## src/rtl/serial_subtractor_pkg.sv

```systemverilog
// Shared types and helpers for the bit-serial arithmetic datapath.
package serial_arith_pkg;

    typedef enum logic [1:0] {
        IDLE = 2'd0,
        RUN  = 2'd1,
        DONE = 2'd2
    } state_t;

    localparam int SA_WIDTH_DEF = 2;

    // Bits needed to hold values 0..width, never less than one.
    function automatic int cnt_width(input int width);
        int n;
        n = 1;
        for (int i = 0; i < 31; i++) begin
            if ((1 << i) < (width + 1)) begin
                n = i + 1;
            end
        end
        return n;
    endfunction

endpackage

```

## src/rtl/full_subtractor_bit.sv

```systemverilog
// One-bit full subtractor cell (d, bout) = a_i - b_i - bin.
// With SERIAL_SUB_ADD_MODE_EN the cell also acts as a full adder when add=1.
module full_subtractor_bit (
    input  logic a_i,
    input  logic b_i,
    input  logic bin,
`ifdef SERIAL_SUB_ADD_MODE_EN
    input  logic add,
`endif
    output logic d,
    output logic bout
);

    always_comb begin
        d    = a_i ^ b_i ^ bin;
        bout = (~a_i & b_i) | (~(a_i ^ b_i) & bin);
`ifdef SERIAL_SUB_ADD_MODE_EN
        // bin/bout carry the adder's carry in add mode
        if (add) begin
            bout = (a_i & b_i) | ((a_i ^ b_i) & bin);
        end
`endif
    end

endmodule

```

## src/rtl/serial_subtractor.sv

```systemverilog
// Bit-serial LSB-first subtractor y = a - b with start/busy/done handshake.
// Define SERIAL_SUB_ADD_MODE_EN to add an 'add' input selecting y = a + b.
module serial_subtractor
    import serial_arith_pkg::*;
#(
    parameter int WIDTH = SA_WIDTH_DEF
) (
    input  logic             clk,
    input  logic             rst_n,
    input  logic             start,
`ifdef SERIAL_SUB_ADD_MODE_EN
    input  logic             add,
`endif
    input  logic [WIDTH-1:0] a,
    input  logic [WIDTH-1:0] b,
    output logic             busy,
    output logic             done,
    output logic [WIDTH:0]   y
);

    localparam int CW = cnt_width(WIDTH);

    state_t           state;
    state_t           state_next;
    logic [WIDTH-1:0] a_sh;
    logic [WIDTH-1:0] b_sh;
    logic [WIDTH-1:0] diff;
    logic [WIDTH-1:0] diff_next;
    logic             borrow;
    logic [CW-1:0]    cnt;
    logic [WIDTH:0]   y_r;
    logic             last;
    logic             d_bit;
    logic             bout_bit;
`ifdef SERIAL_SUB_ADD_MODE_EN
    logic             add_r;
`endif

    full_subtractor_bit u_cell (
        .a_i  (a_sh[0]),
        .b_i  (b_sh[0]),
        .bin  (borrow),
`ifdef SERIAL_SUB_ADD_MODE_EN
        .add  (add_r),
`endif
        .d    (d_bit),
        .bout (bout_bit)
    );

    // New bit enters at the MSB so bit i lands at diff[i] after WIDTH shifts.
    generate
        if (WIDTH > 1) begin : g_shift
            assign diff_next = {d_bit, diff[WIDTH-1:1]};
        end else begin : g_single
            assign diff_next = d_bit;
        end
    endgenerate

    assign last = (cnt == CW'(WIDTH - 1));

    always_comb begin
        state_next = state;
        case (state)
            IDLE, DONE: state_next = start ? RUN : IDLE;
            RUN:        state_next = last ? DONE : RUN;
            default:    state_next = IDLE;
        endcase
    end

    always_ff @(posedge clk) begin
        if (!rst_n) begin
            state  <= IDLE;
            a_sh   <= '0;
            b_sh   <= '0;
            diff   <= '0;
            borrow <= 1'b0;
            cnt    <= '0;
            y_r    <= '0;
`ifdef SERIAL_SUB_ADD_MODE_EN
            add_r  <= 1'b0;
`endif
        end else begin
            state <= state_next;
            case (state)
                IDLE, DONE: begin
                    if (start) begin
                        a_sh   <= a;
                        b_sh   <= b;
                        borrow <= 1'b0;
                        cnt    <= '0;
`ifdef SERIAL_SUB_ADD_MODE_EN
                        add_r  <= add;
`endif
                    end
                end
                RUN: begin
                    a_sh   <= a_sh >> 1;
                    b_sh   <= b_sh >> 1;
                    borrow <= bout_bit;
                    diff   <= diff_next;
                    cnt    <= cnt + CW'(1);
                    if (last) begin
                        y_r <= {bout_bit, diff_next};
                    end
                end
                default: ;
            endcase
        end
    end

    assign busy = (state == RUN);
    assign done = (state == DONE);
    assign y    = y_r;

endmodule

```

## config.mk

```make
export PLATFORM = sky130hd
export DESIGN_NAME = serial_subtractor
export DESIGN_NICKNAME = d
export VERILOG_FILES = /design/src/rtl/serial_subtractor_pkg.sv /design/src/rtl/full_subtractor_bit.sv /design/src/rtl/serial_subtractor.sv
export SDC_FILE = /design/constraint.sdc
export NUM_CORES = 1
export LEC_CHECK = 0
export CORE_MARGIN = 1.5
export CORE_UTILIZATION = 40
export DETAILED_ROUTE_END_ITERATION = 6
export GPL_ROUTABILITY_DRIVEN = 0
export HOLD_SLACK_MARGIN = 0.12
export MAX_ROUTING_LAYER = met4
export PLACE_DENSITY = 0.66
export SYNTH_ARGS = -nofsm -noshare
export SYNTH_HDL_FRONTEND = slang
export SYNTH_SLANG_ARGS = --single-unit
export TNS_END_PERCENT = 5
```

## constraint.sdc

```tcl
create_clock -name clk -period 3.41 [get_ports clk]
set_clock_uncertainty 0.15 [all_clocks]
set_input_delay 0.341 -clock clk [delete_from_list [all_inputs] [get_ports clk]]
set_output_delay 0.341 -clock clk [all_outputs]
set_load 0.005 [all_outputs]
```

## Word level (Yosys, flattened, before mapping)

Index checks and enable logic that the tools add are counted.

| storage, ports and cells | value |
|---|---|
| bits in registers | 14 |
| bits of input ports | 7 |
| output and inout port bits | 5 |
| logic and storage cells | 35 |

| cells by class | value |
|---|---|
| $add $sub $neg | 1 |
| eq/ne operators | 4 |
| mux-type cells | 11 |
| bitwise logic cells | 7 |
| reductions and logical operators | 5 |

Operator list:

| cell | count |
|---|---|
| $pmux W2 S2 | 4 |
| $mux W2 | 4 |
| $eq A2 B1 Y1 const B | 2 |
| $reduce_and A2 Y1 | 2 |
| $add A2 B1 Y2 const B | 1 |
| $and A1 B1 Y1 | 2 |
| $eq A2 B2 Y1 const B | 1 |
| $logic_not A2 Y1 | 1 |
| $mux W1 | 2 |
| $ne A2 B2 Y1 const B | 1 |
| $not A1 Y1 | 2 |
| $pmux W1 S2 | 1 |
| $reduce_bool A2 Y1 | 1 |
| $reduce_or A2 Y1 | 1 |
| $xor A1 B1 Y1 | 2 |
| $or A1 B1 Y1 | 1 |

## Longest topological paths before layout

Gate-level depths: netlist (run 1).

| depth | value |
|---|---|
| word-level depth | 5 |
| depth in mapped cells | 5 |
| gate-level depth less buffers | 5 |

## By module

Synthesis (run 1) repeated with hierarchy kept, for this count alone.

| second synthesis, totals | value |
|---|---|
| cell total of the unflattened synthesis | 65 |
| area, all modules | 579.3 um2 |

By module, submodules not included:

| module | instances | cells each | area each (um2) | sequential area each (um2) |
|---|---|---|---|---|
| serial_subtractor | 1 | 61 | 548.0 | 260.2 |
| full_subtractor_bit | 1 | 4 | 31.3 | 0.0 |

## Worst setup path before layout (run 1)

OpenSTA, ideal clock, no wires.

| path | value |
|---|---|
| path type | register to register |
| start point | register b_sh[0] |
| end point | register y_r[1], in the netlist y[1] |
| library setup time | 0.070 ns |
| data arrival time | 1.062 ns |
| required time | 3.190 ns |
| slack | 2.128 ns |
| cell stages (with the launch flop) | 5 |
| path buffers | 0 |
| period minus slack after synthesis | 1.282 ns |
| cell sequence | dfxtp_1 -> inv_1 -> fa_1 -> nand3_1 -> a21oi_1 |

| on the way | value |
|---|---|
| longest elaborated chain between the ends | 2 |

Ends and longest elaborated chain:

| element | RTL line | RTL |
|---|---|---|
| start, declared | serial_subtractor.sv:26 | `logic [WIDTH-1:0] b_sh;` |
| start signal, assigned | serial_subtractor.sv:98 | `b_sh <= b_sh >> 1;` |
| $xor A1 B1 Y1 (2 in a row) | full_subtractor_bit.sv:15 | `d = a_i ^ b_i ^ bin;` |
| via d_bit | serial_subtractor.sv:33 | `logic d_bit;` |
| end signal, assigned | serial_subtractor.sv:103 | `y_r <= {bout_bit, diff_next};` |
| end, declared | serial_subtractor.sv:31 | `logic [WIDTH:0] y_r;` |

The timed path passes the listed nets, and every way through them passes these cells.
A chain may end at the register's enable or synchronous reset.

## Final worst setup path (run 1)

| path | value |
|---|---|
| start point | register state[0] |
| end point | output port busy |

| on the way | value |
|---|---|
| longest elaborated chain between the ends | 1 |

Ends and longest elaborated chain:

| element | RTL line | RTL |
|---|---|---|
| start, declared | serial_subtractor.sv:23 | `state_t state;` |
| start signal, assigned | serial_subtractor.sv:83 | `state <= state_next;` |
| $eq A2 B1 Y1 | serial_subtractor.sv:111 | `assign busy = (state == RUN);` |
| end, declared | serial_subtractor.sv:16 | `output logic busy,` |

Every way passes these cells.

==> results of run 1 <==
-- layout by cell type (no fill, tap or decap) --
cell                              count
sky130_fd_sc_hd__dfxtp_1             13
sky130_fd_sc_hd__clkdlybuf4s50_1     11
sky130_fd_sc_hd__nand2_1             10
sky130_fd_sc_hd__a21oi_1              8
sky130_fd_sc_hd__nand3_1              7
sky130_fd_sc_hd__inv_1                4
sky130_fd_sc_hd__nand2b_1             4
sky130_fd_sc_hd__clkbuf_4             3
sky130_fd_sc_hd__and2b_2              2
sky130_fd_sc_hd__o21ai_0              2
sky130_fd_sc_hd__a31oi_1              2
sky130_fd_sc_hd__nor2_1               2
sky130_fd_sc_hd__nand2b_4             1
sky130_fd_sc_hd__inv_6                1
sky130_fd_sc_hd__a21oi_2              1
sky130_fd_sc_hd__a311oi_2             1
sky130_fd_sc_hd__nand3b_1             1
sky130_fd_sc_hd__o21a_1               1
sky130_fd_sc_hd__fa_1                 1
sky130_fd_sc_hd__ha_1                 1
sky130_fd_sc_hd__clkbuf_1             1
-- cell type report --
| type | count | area share [%] |
|---|---|---|
| Multi-Input combinational cell | 44 | 38.1 |
| Sequential cell | 13 | 36.7 |
| Timing Repair Buffer | 11 | 15.5 |
| Clock buffer | 4 | 3.70 |
| Inverter | 5 | 3.35 |
| Tap cell | 15 | 2.65 |
-- stage by stage --
| step | hold WS (ns) | worst slack [ns] | utilization [%] | area, um2 |
|---|---|---|---|---|
| 6_report | 0.306 | 1.47 | 53.2 | 709 |
| 5_1_grt | 0.334 | 1.38 | 53.2 | 709 |
| 4_1_cts | 0.307 | 1.45 | 53.2 | 709 |
| 3_5_place_dp | 0.297 | 1.76 | 51.2 | 683 |
| 3_3_place_gp | 0.294 | 1.79 | 51.2 | 683 |
| 2_1_floorplan | 0.287 | 2.13 | - | 583 |
-- worst register-to-register path: stages, from the launching register on --
cell	delay (ns)
sky130_fd_sc_hd__dfxtp_1	0.34
sky130_fd_sc_hd__inv_1	0.06
sky130_fd_sc_hd__fa_1	0.57
sky130_fd_sc_hd__nand3_1	0.08
sky130_fd_sc_hd__a21oi_1	0.12
-- report_power, final --
part           switching, W  internal, W
combinational     0.0000262    0.0000250
clock             0.0000469    0.0000454
sequential       0.00000584     0.000160
total             0.0000789     0.000231
-- flip-flops by register name, indices dropped and copies added (netlist names) --
register  cells
cnt           2
y             3
state         2
b_sh          2
a_sh          2
borrow        1
diff          1
-- logic make-up (layout without fill, tap and decap cells) --
kind of cell | Yosys count | after routing | share of synthesized area (%)
and+or+nand+nor | 27 | 27 | 24.7
AOI/OAI and AO/OA | 15 | 15 | 16.1
DFF | 13 | 13 | 44.6
buffers and inverters | 8 | 20 | 9.01
adders and majority gates | 2 | 2 | 5.58
-- layer usage --
| metal | vias to the layer above | global-route usage [%] | part of all wire, % |
|---|---|---|---|
| met5 | - | - | 0 |
| met3 | 5 | 4.89 | 3.3 |
| met4 | 0 | 9.68 | 3.2 |
| li1 | 243 | - | - |
| met1 | 210 | 18.4 | 52 |
| met2 | 9 | 23.4 | 41 |
-- worst max path at each step --
stage | from | end | cells past startpoint
global route | state[0]$_SDFF_PN0_ | busy | 3
finish | state[0]$_SDFF_PN0_ | busy | 3
detailed placement | state[0]$_SDFF_PN0_ | busy | 3
CTS | state[0]$_SDFF_PN0_ | busy | 3
floorplan | b_sh[0]$_SDFFE_PN0P_ | y[1]$_SDFFE_PN0P_ | 4
global placement | state[0]$_SDFF_PN0_ | busy | 3
==> impl_summary.md, run 1 <==
Final layout
The share of post-route cells with drive strength above 1 is between 10% and 20%. After the last flow step, the layout net total stands at 87. The multi-input combinational cells in the finished layout cover a total of around 270 um2. Registers take 260 um2. The count of fill cells added during filler insertion is ~130. The layout-stage area growth over the synthesis result is 21.7%. The final non-filler cell total is 92.

The repair_antennas step left the layout with diodes totalling 0.

Min path
The class of the tightest hold or removal check is reg2reg. In this run the most critical hold path is launched from y[0]$_SDFFE_PN0P_. The depth of the worst hold-timing path is 2. The end point of the worst hold path is y[0]$_SDFFE_PN0P_.

Timing
Setup violations remaining at the end of the flow were counted as 0. The count of endpoints failing hold in the final timing report is 0. The sum of negative setup slack is 0 ns. The transition time at the pin with the least slew margin is between 0.3 and 0.4 ns. Dividing the final minimum period by the clock period gives a little under three fifths. The worst slew slack as a fraction of its limit is 76.9%. Subtracting the final worst setup slack from the clock period gives slightly below 2 ns. The peak clock frequency supported by timing is a little over 500 MHz. The count of final max-slew check failures is 0. Setup repair after global routing left no endpoint under its margin.

Logic synthesis
The synthesized netlist occupies a cell area of slightly below 600 um2. Ranked by total cell area, the synthesized netlist is headed by sky130_fd_sc_hd__dfxtp_1 (45%), sky130_fd_sc_hd__a21oi_1 (6.9%), sky130_fd_sc_hd__nand2_1 (6.4%). The Yosys step of the flow raised 0 warnings. The commonest cells after synthesis are sky130_fd_sc_hd__dfxtp_1 (13), sky130_fd_sc_hd__nand2_1 (10), sky130_fd_sc_hd__a21oi_1 (8), sky130_fd_sc_hd__nand3_1 (7). In the synthesized netlist the async set-or-reset flop fraction comes to 0%. The count of distinct cell types in the synthesized netlist is 21. The average instance in the mapped netlist occupies 8.97 um2. In this run, synthesis produced a sequential element count of 13. The sequential cell area fraction in the yosys report is 44.6%. The most used flip-flop cell after synthesis is sky130_fd_sc_hd__dfxtp_1. The number of nets handed over by synthesis was 74. Summed over its instances, the top area cell type makes up around 45% of the synthesized netlist area. The library cell occupying the most area in the post-synthesis netlist is sky130_fd_sc_hd__dfxtp_1. The most used standard cell by instance count after synthesis is sky130_fd_sc_hd__dfxtp_1. The post-synthesis cell count is 65.

Counting flops with a built-in enable in the synthesized netlist gives 0.

CTS
Clock tree synthesis found a total of 13 sinks. The number of hold buffers added after cts is 0. The clock network latency to the later pin of the worst-skew pair is between 0.2 and 0.3 ns. The number of setup buffers added after CTS is 0. The clock tree buffer depth is 2. The number of buffers inserted during clock tree synthesis is 3.

The CTS tree is yes. The number of resized instances in the post-cts repair step is 0. Clock-pin slew was measured on the worst setup and hold paths at roughly 0.070 ns.

The H-tree depth is 1. The master cell of the clock root buffer is sky130_fd_sc_hd__clkbuf_4.

Critical path
Data arrives at the worst endpoint at approximately 1.5 ns. The combined buffer and inverter count along the critical path is 2. In this run the critical register-to-register path is captured at y[1]$_SDFFE_PN0P_. Data on the critical path is required at its endpoint by just under 3 ns.

The critical path is of the reg2out type. On the critical path, the stage with the largest delay is an instance of sky130_fd_sc_hd__clkdlybuf4s50_1. The category of the worst setup path launch point is a register. The critical register-to-register path startpoint is b_sh[0]$_SDFFE_PN0P_. The critical path capture point type is an output port. The setup check on the worst reg-to-reg path leaves a slack of between 2 and 2.5 ns.

In this design, the stage delay of the slowest critical-path cell is around 0.50 ns. The signal on the critical path passes through nand2b_4 -> inv_6 -> clkdlybuf4s50_1. The largest fanout on the critical path is 12.

The count of cells along the worst register-to-register path is 4. The top cell family by delay on the critical path is buffers and inverters.

Drt
After detailed routing, the average wire length per cell comes to roughly 10 um. The post-detailed-route count of antenna-violating nets is 0. The number of vias in the routed layout is about 470. For this run, design rule violations remaining after detail routing come to 0. The violation count after the first detailed-routing iteration is 12. For this block, the routed nets add up to between 900 and 1000 um of wire. The via count normalized by instance count is slightly above 5. The first detailed-routing pass took 4 iterations.

Die
The row count is 13. The die is 41.2 um tall. The x dimension of the die is about 41 um. The core outline area is around 0.0013 mm2. The die outline area is 0.00170 mm2.

The I/O pin total is 12. For this configuration, the core starts out at a cell density of a little over two fifths.

Global route
The initial antenna violation count is 0. The overall routing resource usage is around 16%. The via count of the first global-routing pass came to 400.

The sum of overflow across all layers after global routing is 0. Entering global routing, the biggest net connects 13 pins. The first global-routing pass estimated ~1700 um of wire.

Pwr
For this design the ratio of total power to cell area is 437 mW/mm2. The design draws approximately 0.00031 W. The analysis attributes to cell leakage a power of about 0.25 nW. The maximum vdd ir drop is between 0.0002 and 0.00025 V.

Placement
The HPWL after detailed placement is between 700 and 800 um. The number of placed instances, taps included is a little under 90. The number of buffers inserted by port buffering is 11.

Outcome
The run finished with clean final reports.

Flow run
The tool flagged a number of max-cap violations equal to 0.
Note: power is estimated with default switching activity, not from simulation.
==> run 2: changes to the inputs <==
--- a/config.mk
+++ b/config.mk
@@ -11,7 +11,7 @@
 export GPL_ROUTABILITY_DRIVEN = 0
 export HOLD_SLACK_MARGIN = 0.12
 export MAX_ROUTING_LAYER = met4
-export PLACE_DENSITY = 0.66
+export PLACE_DENSITY = 0.68
 export SYNTH_ARGS = -nofsm -noshare
 export SYNTH_HDL_FRONTEND = slang
 export SYNTH_SLANG_ARGS = --single-unit
==> constraint.sdc (replaced) <==
create_clock -name clk -period 1.65 [get_ports clk]
set_clock_uncertainty 0.15 [all_clocks]
set_input_delay 0.165 -clock clk [delete_from_list [all_inputs] [get_ports clk]]
set_output_delay 0.165 -clock clk [all_outputs]
set_load 0.005 [all_outputs]
==> run 2 against run 1 <==
Effect of this change: register-to-register slack got worse by 1.8 ns; cell count grew 2.2%; critical path depth down 2; clock-buffer cell count unchanged; setup slack got worse by 1.3 ns; combinational power increased by 120%; die area is the same; sequential power rose by 110%; via count is 1.7% higher; sequential cell count did not move; critical path type unchanged; largest cell class unchanged.
==> impl_summary.md, run 2 (synthesized netlist as in run 1, its figures left out) <==
Die
The height of the chip was 41.2 um (unchanged). The die outline area is 0.00170 mm2 (unchanged). The core outline area is 0.00133 mm2 (unchanged). The row count is 13 (unchanged).

The initial core utilization is 43.7% (unchanged). The x dimension of the die was 41.2 um (unchanged). The I/O pin total came to 12 (unchanged).

CTS
The number of clock sinks was 13 (unchanged). The clock-pin slew of the registers on the worst-case setup and hold paths is 0.08 ns (about the same). The clock network latency to the later pin of the worst-skew pair is 0.28 ns (about the same). The CTS tree is yes. The master cell of the clock root buffer is sky130_fd_sc_hd__clkbuf_4.

The H-tree depth was 1 (unchanged). The number of buffers inserted during clock tree synthesis is 3 (unchanged). The clock tree buffer depth is 2 (unchanged).

Critical path
The critical path goes through clkdlybuf4s50_1. The slowest stage of the critical path is the sky130_fd_sc_hd__clkdlybuf4s50_1 cell. The required arrival time at the worst endpoint is 1.33 ns (-1.59 ns).

The combined buffer and inverter count along the critical path is 1 (-1). The worst setup path is captured at an output port. STA classifies the critical path startpoint as a register.

The largest fanout on the critical path came to 2 (-10). The delay contributed by the slowest stage of the critical path was 0.50 ns (about the same). The data arrival time of the critical path is 1.12 ns (-0.33 ns). By startpoint and endpoint, the worst setup path is classified as reg2out. In this design, the largest share of critical-path delay is due to buffers and inverters.

Drt
The post-detailed-route count of antenna-violating nets is 0 (unchanged). The number of vias in the routed layout came to 475 (+1.7%). The final routed wirelength across all metal layers was 1110 um (+16%). The violation count after the first detailed-routing iteration is 2 (-10). The first-pass iteration count of the detailed router is 2 (-2). The via count normalized by instance count is 5.05 (-0.45%). The residual DRC count came to 0 (unchanged). The average wire per cell in the routed design is 11.9 um (+13%).

Timing
The count of final max-slew check failures is 0 (unchanged). The final period utilization is between 80 and 90%. The minimum hold slack is 0.286 ns (-0.0196 ns). The sum of negative setup slack was 0 ns (unchanged). The worst slew slack as a fraction of its limit is 75.9% (-1.0 points). The transition time at the pin with the least slew margin came to 0.361 ns (+0.0150 ns). The peak clock frequency supported by timing is 697 MHz. The number of failing setup endpoints in the final timing report is 0 (unchanged). The count of endpoints failing hold in the final timing report is 0 (unchanged). For the finished layout, the period the worst path requires is roughly 1.4 ns. Setup repair after global routing left no endpoint under its margin.

Final layout
The layout-stage area growth over the synthesis result is 25.8%. The share of post-route cells with drive strength above 1 is 15.2% (+3.5 points). The net count of the finished layout is 89 (+2.3%). The count of fill cells added during filler insertion is 129 (-3.7%). The total inserted antenna cells is 0 (unchanged). The final non-filler cell total is 94 (+2.2%). The flip-flop count of the largest register, all copies and words added came to 3 (unchanged). Leaving out fill and tap cells, the most frequent cells in the layout are sky130_fd_sc_hd__dfxtp_1 (12), sky130_fd_sc_hd__nand2_1 (10), sky130_fd_sc_hd__clkdlybuf4s50_1 (9). The leading cell type in the layout, fill and taps excluded is sky130_fd_sc_hd__dfxtp_1.

Min path
The class of the tightest hold or removal check is in2reg.

Global route
The initial antenna violation count is 0 (unchanged). The via count of the first global-routing pass is 404 (+1.0%). The first-pass GRT wire length is 1680 um (+1.3%). The largest net degree at the start of global routing is 12 (-1). The sum of overflow across all layers after global routing came to 0 (unchanged). The overall routing resource usage is 16.4% (+0.61 points).

Placement
The detailed-placement wirelength estimate is 775 um (+3.8%). The number of buffers inserted by port buffering is 11 (unchanged). The number of placed instances, taps included is 88 (unchanged).

Pwr
The leakage power summed over all cells is 0.292 nW (+17%). The maximum vdd ir drop is 0.000357 V (+70%). The power per cell area is 896 mW/mm2 (+110%).

Outcome
The flow ran to the end, and the final reports show no timing, DRC or antenna violations.

Flow run
The max-capacitance violation count came to 0 (unchanged).
run 2: power breakdown:
| part | internal (W) | switching (W) |
|---|---|---|
| Combinational | 0.0000563 | 0.0000581 |
| Sequential | 0.000332 | 0.0000126 |
| Clock | 0.0000939 | 0.000104 |
| Total | 0.000482 | 0.000175 |
run 2: path summary, 6_finish.rpt:
| path | from | end | slack [ns] | cells after the start |
|---|---|---|---|---|
| setup / recovery | y[2]$_SDFFE_PN0P_ | y[2] | 0.22 | 1 |
| hold / removal | a[1] | a_sh[1]$_SDFFE_PN0P_ | 0.29 | 3 |
| setup reg to reg | b_sh[0]$_SDFFE_PN0P_ | y[1]$_SDFFE_PN0P_ | 0.26 | 4 |
| hold reg to reg | y[1]$_SDFFE_PN0P_ | y[1]$_SDFFE_PN0P_ | 0.31 | 2 |
run 2: final cells by class:
cell class | instances | area (um2) | area share, %
Clock buffer | 4 | 26.3 | 3.58
Multi-Input combinational cell | 44 | 270 | 36.9
Timing Repair Buffer | 13 | 130 | 17.7
Inverter | 5 | 23.8 | 3.24
Tap cell | 15 | 18.8 | 2.56
Sequential cell | 13 | 264 | 36.0
run 2: per-stage QoR:
stage	power (W)	area [um2]	util [%]	setup slack [ns]
3_3_place_gp	0.000457	683	51.2	0.204
6_report	0.000657	733	55.0	0.215
2_1_floorplan	0.000429	583	-	0.368
5_1_grt	0.000692	733	55.0	0.163
4_1_cts	0.000661	726	54.4	0.0109
3_5_place_dp	0.000458	683	51.2	0.168
run 2: layer usage:
metal | vias to the layer above | track usage [%] | routed length [um]
met1 | 217 | 18.9 | 542
li1 | 244 | - | -
met4 | 0 | 9.68 | 25
met5 | - | - | 0
met2 | 11 | 25.0 | 512
met3 | 3 | 4.89 | 34
run 2: repair_timing:
| item | 4_1_cts | 5_1_grt |
|---|---|---|
| resized for setup | 1 | 3 |
| setup endpoints to repair | 2 | 2 |
| hold buffers | 0 | 0 |
| buffers inserted | 2 | 0 |
| cloned | 0 | 0 |
==> run 3: changes to the inputs <==
--- a/config.mk
+++ b/config.mk
@@ -6,12 +6,13 @@
 export NUM_CORES = 1
 export LEC_CHECK = 0
 export CORE_MARGIN = 1.5
-export CORE_UTILIZATION = 40
+export CORE_UTILIZATION = 35
+export CTS_CLUSTER_DIAMETER = 60
 export DETAILED_ROUTE_END_ITERATION = 6
 export GPL_ROUTABILITY_DRIVEN = 0
 export HOLD_SLACK_MARGIN = 0.12
 export MAX_ROUTING_LAYER = met4
-export PLACE_DENSITY = 0.68
+export PLACE_DENSITY = 0.61
 export SYNTH_ARGS = -nofsm -noshare
 export SYNTH_HDL_FRONTEND = slang
 export SYNTH_SLANG_ARGS = --single-unit
==> run 3 against run 2 <==
Effect of this change: combinational power decreased by 6%; clock-buffer cell count unchanged; critical path depth unchanged; core utilization decreased by 7.5 points.
==> impl_summary.md, run 3 (synthesized netlist as in run 1, its figures left out) <==
Timing
Setup repair after global routing left no endpoint under its margin. The minimum hold slack is 0.290 ns (+0.00433 ns). The transition time at the pin with the least slew margin is 0.350 ns (-0.0113 ns).

The count of endpoints failing hold in the final timing report is 0 (unchanged). The final critical path time including I/O delays and setup is 1.42 ns (-0.0106 ns). The count of final max-slew check failures is 0 (unchanged). The number of failing setup endpoints in the final timing report is 0 (unchanged). The sum of negative setup slack was 0 ns (unchanged). The final period utilization is 86.3% (-0.64 points).

The peak clock frequency supported by timing is 702 MHz (+0.74%). The worst slew slack as a fraction of its limit is 76.6% (+0.75 points).

Drt
The residual DRC count came to 0 (unchanged). The average wire per cell in the routed design is 10.3 um (-13%). The violation count after the first detailed-routing iteration was 4 (+2). The first-pass iteration count of the detailed router is 3 (+1). The number of vias in the routed layout is 455 (-4.2%). The post-detailed-route count of antenna-violating nets is 0 (unchanged). The via count normalized by instance count was 4.84 (-4.2%). The final routed wirelength across all metal layers is 969 um (-13%).

Pwr
The leakage power summed over all cells was 0.276 nW (-5.5%). The internal power of the cells is 0.000478 W (-0.83%). The part of the power in combinational logic is 16.6% (-0.8 points). The power share of the clock group is 29.7% (-0.5 points). The maximum vdd ir drop came to 0.000549 V (+54%). The portion of total power attributed to sequential cells is 53.7% (+1.3 points). The power per cell area is 886 mW/mm2 (-1.1%). The switching share of power is 25.4% (-1.2 points). The switching power of the nets is 0.000163 W (-6.8%).

CTS
The CTS tree is yes. The clock-pin slew of the registers on the worst-case setup and hold paths was 0.08 ns (about the same). The number of hold buffers added after cts came to 0 (unchanged). The H-tree depth was 1 (unchanged). The number of clock sinks is 13 (unchanged). The number of buffers inserted during clock tree synthesis is 3 (unchanged). The clock network latency to the later pin of the worst-skew pair came to 0.27 ns (about the same).

The clock tree buffer depth is 2 (unchanged). The root buffer cell chosen for the clock tree is sky130_fd_sc_hd__clkbuf_4.

Die
The core outline area was 0.00152 mm2 (+14%). The I/O pin total came to 12 (unchanged). The row count is 14 (+1). The die outline area is 0.00192 mm2 (+13%). The height of the chip was 43.8 um (+6.4%). The x dimension of the die is 43.8 um (+6.4%).

The initial core utilization is 38.3% (-5.5 points).

Min path
The class of the tightest hold or removal check is in2reg.

Critical path
The combined buffer and inverter count along the critical path was 1 (unchanged). The top cell family by delay on the critical path is buffers and inverters. The required arrival time at the worst endpoint came to 1.33 ns (about the same). The delay contributed by the slowest stage of the critical path is 0.50 ns (about the same).

The data arrival time of the critical path is 1.11 ns (about the same). For this design, the slowest cell found on the critical path is sky130_fd_sc_hd__clkdlybuf4s50_1. The type of the worst setup path is reg2out.

The worst setup path is launched from a register. The largest fanout on the critical path is 2 (unchanged). The critical path capture point type is an output port. Walking the worst path, the cells encountered are clkdlybuf4s50_1.

Placement
The detailed-placement wirelength estimate is 750 um (-3.2%). The number of placed instances, taps included came to 89 (+1.1%). The number of buffers inserted by port buffering is 11 (unchanged).

Global route
The sum of overflow across all layers after global routing is 0 (unchanged). The initial antenna violation count was 0 (unchanged). The first-pass GRT wire length was 1750 um (+3.7%). The via count of the first global-routing pass is 407 (+0.74%). The overall routing resource usage is 12.8% (-3.6 points). The largest net degree at the start of global routing is 12 (unchanged).

Final layout
The leading cell type in the layout, fill and taps excluded is sky130_fd_sc_hd__dfxtp_1. The flip-flop count of the largest register, all copies and words added is 3 (unchanged). The net count of the finished layout was 88 (-1.1%). The share of post-route cells with drive strength above 1 is 14.1% (-1.1 points). The final non-filler cell total was 94 (unchanged). The total inserted antenna cells was 0 (unchanged). The core utilization of the finished layout is 47.5% (-7.5 points). In the layout the commonest cells are sky130_fd_sc_hd__dfxtp_1 (12), sky130_fd_sc_hd__nand2_1 (10), sky130_fd_sc_hd__clkdlybuf4s50_1 (9). From synthesis to final layout, the design area changed by 24.0%. The count of fill cells added during filler insertion was 149 (+16%).

Outcome
The flow ran to the end, and the final reports show no timing, DRC or antenna violations.

Flow run
The max-capacitance violation count is 0 (unchanged).
[run 3: cell count changes in the layout (fill, tap and decap cells not counted)]
cell / previous run / this run
sky130_fd_sc_hd__buf_4: 2 / 1
sky130_fd_sc_hd__dlygate4sd2_1: 0 / 1
sky130_fd_sc_hd__dlymetal6s2s_1: 2 / 1
[run 3: final timing paths]
check	startpoint	endpoint	slack, ns	depth (start not counted)
max reg2reg	b_sh[0]$_SDFFE_PN0P_	y[1]$_SDFFE_PN0P_	0.27	4
min	b[1]	b_sh[1]$_SDFFE_PN0P_	0.29	3
min reg2reg	y[0]$_SDFFE_PN0P_	y[0]$_SDFFE_PN0P_	0.30	2
max	y[2]$_SDFFE_PN0P_	y[2]	0.23	1
[run 3: layout make-up]
| cell class | instances | area [um2] | area share, % |
|---|---|---|---|
| Clock buffer | 4 | 26.3 | 3.63 |
| Inverter | 5 | 23.8 | 3.29 |
| Multi-Input combinational cell | 44 | 270 | 37.4 |
| Sequential cell | 13 | 264 | 36.5 |
| Tap cell | 16 | 20.0 | 2.77 |
| Timing Repair Buffer | 12 | 119 | 16.4 |
[run 3: repair_timing]
item,in CTS,in global routing
gates cloned,0,0
endpoints found under the setup margin,2,1
gates resized for setup,2,2
setup buffers,1,0
[run 3: through the flow]
stage	worst slack, ns	cell area [um2]	total power, W
after floorplan	0.368	583	0.000429
after global placement	0.198	684	0.000457
after detailed placement	0.181	684	0.000458
after CTS	0.00498	718	0.000652
after global routing	0.167	723	0.000678
final	0.226	723	0.000641
[run 3: power groups by stage]
stage	clock, W	combinational (W)	sequential (W)
after floorplan	0	0.0000798	0.000349
after detailed placement	0	0.000106	0.000352
after global placement	0	0.000106	0.000351
final	0.000190	0.000107	0.000344
after global routing	0.000210	0.000121	0.000346
after CTS	0.000198	0.000109	0.000345
[run 3: routing by layer]
metal / share of wire (%) / global-route usage, % / up-vias
met1: 52 / 17.4 / 204
li1: - / - / 244
met2: 45 / 16.5 / 5
met5: 0 / - / -
met3: 2.3 / 3.75 / 2
met4: 0.93 / 7.27 / 0
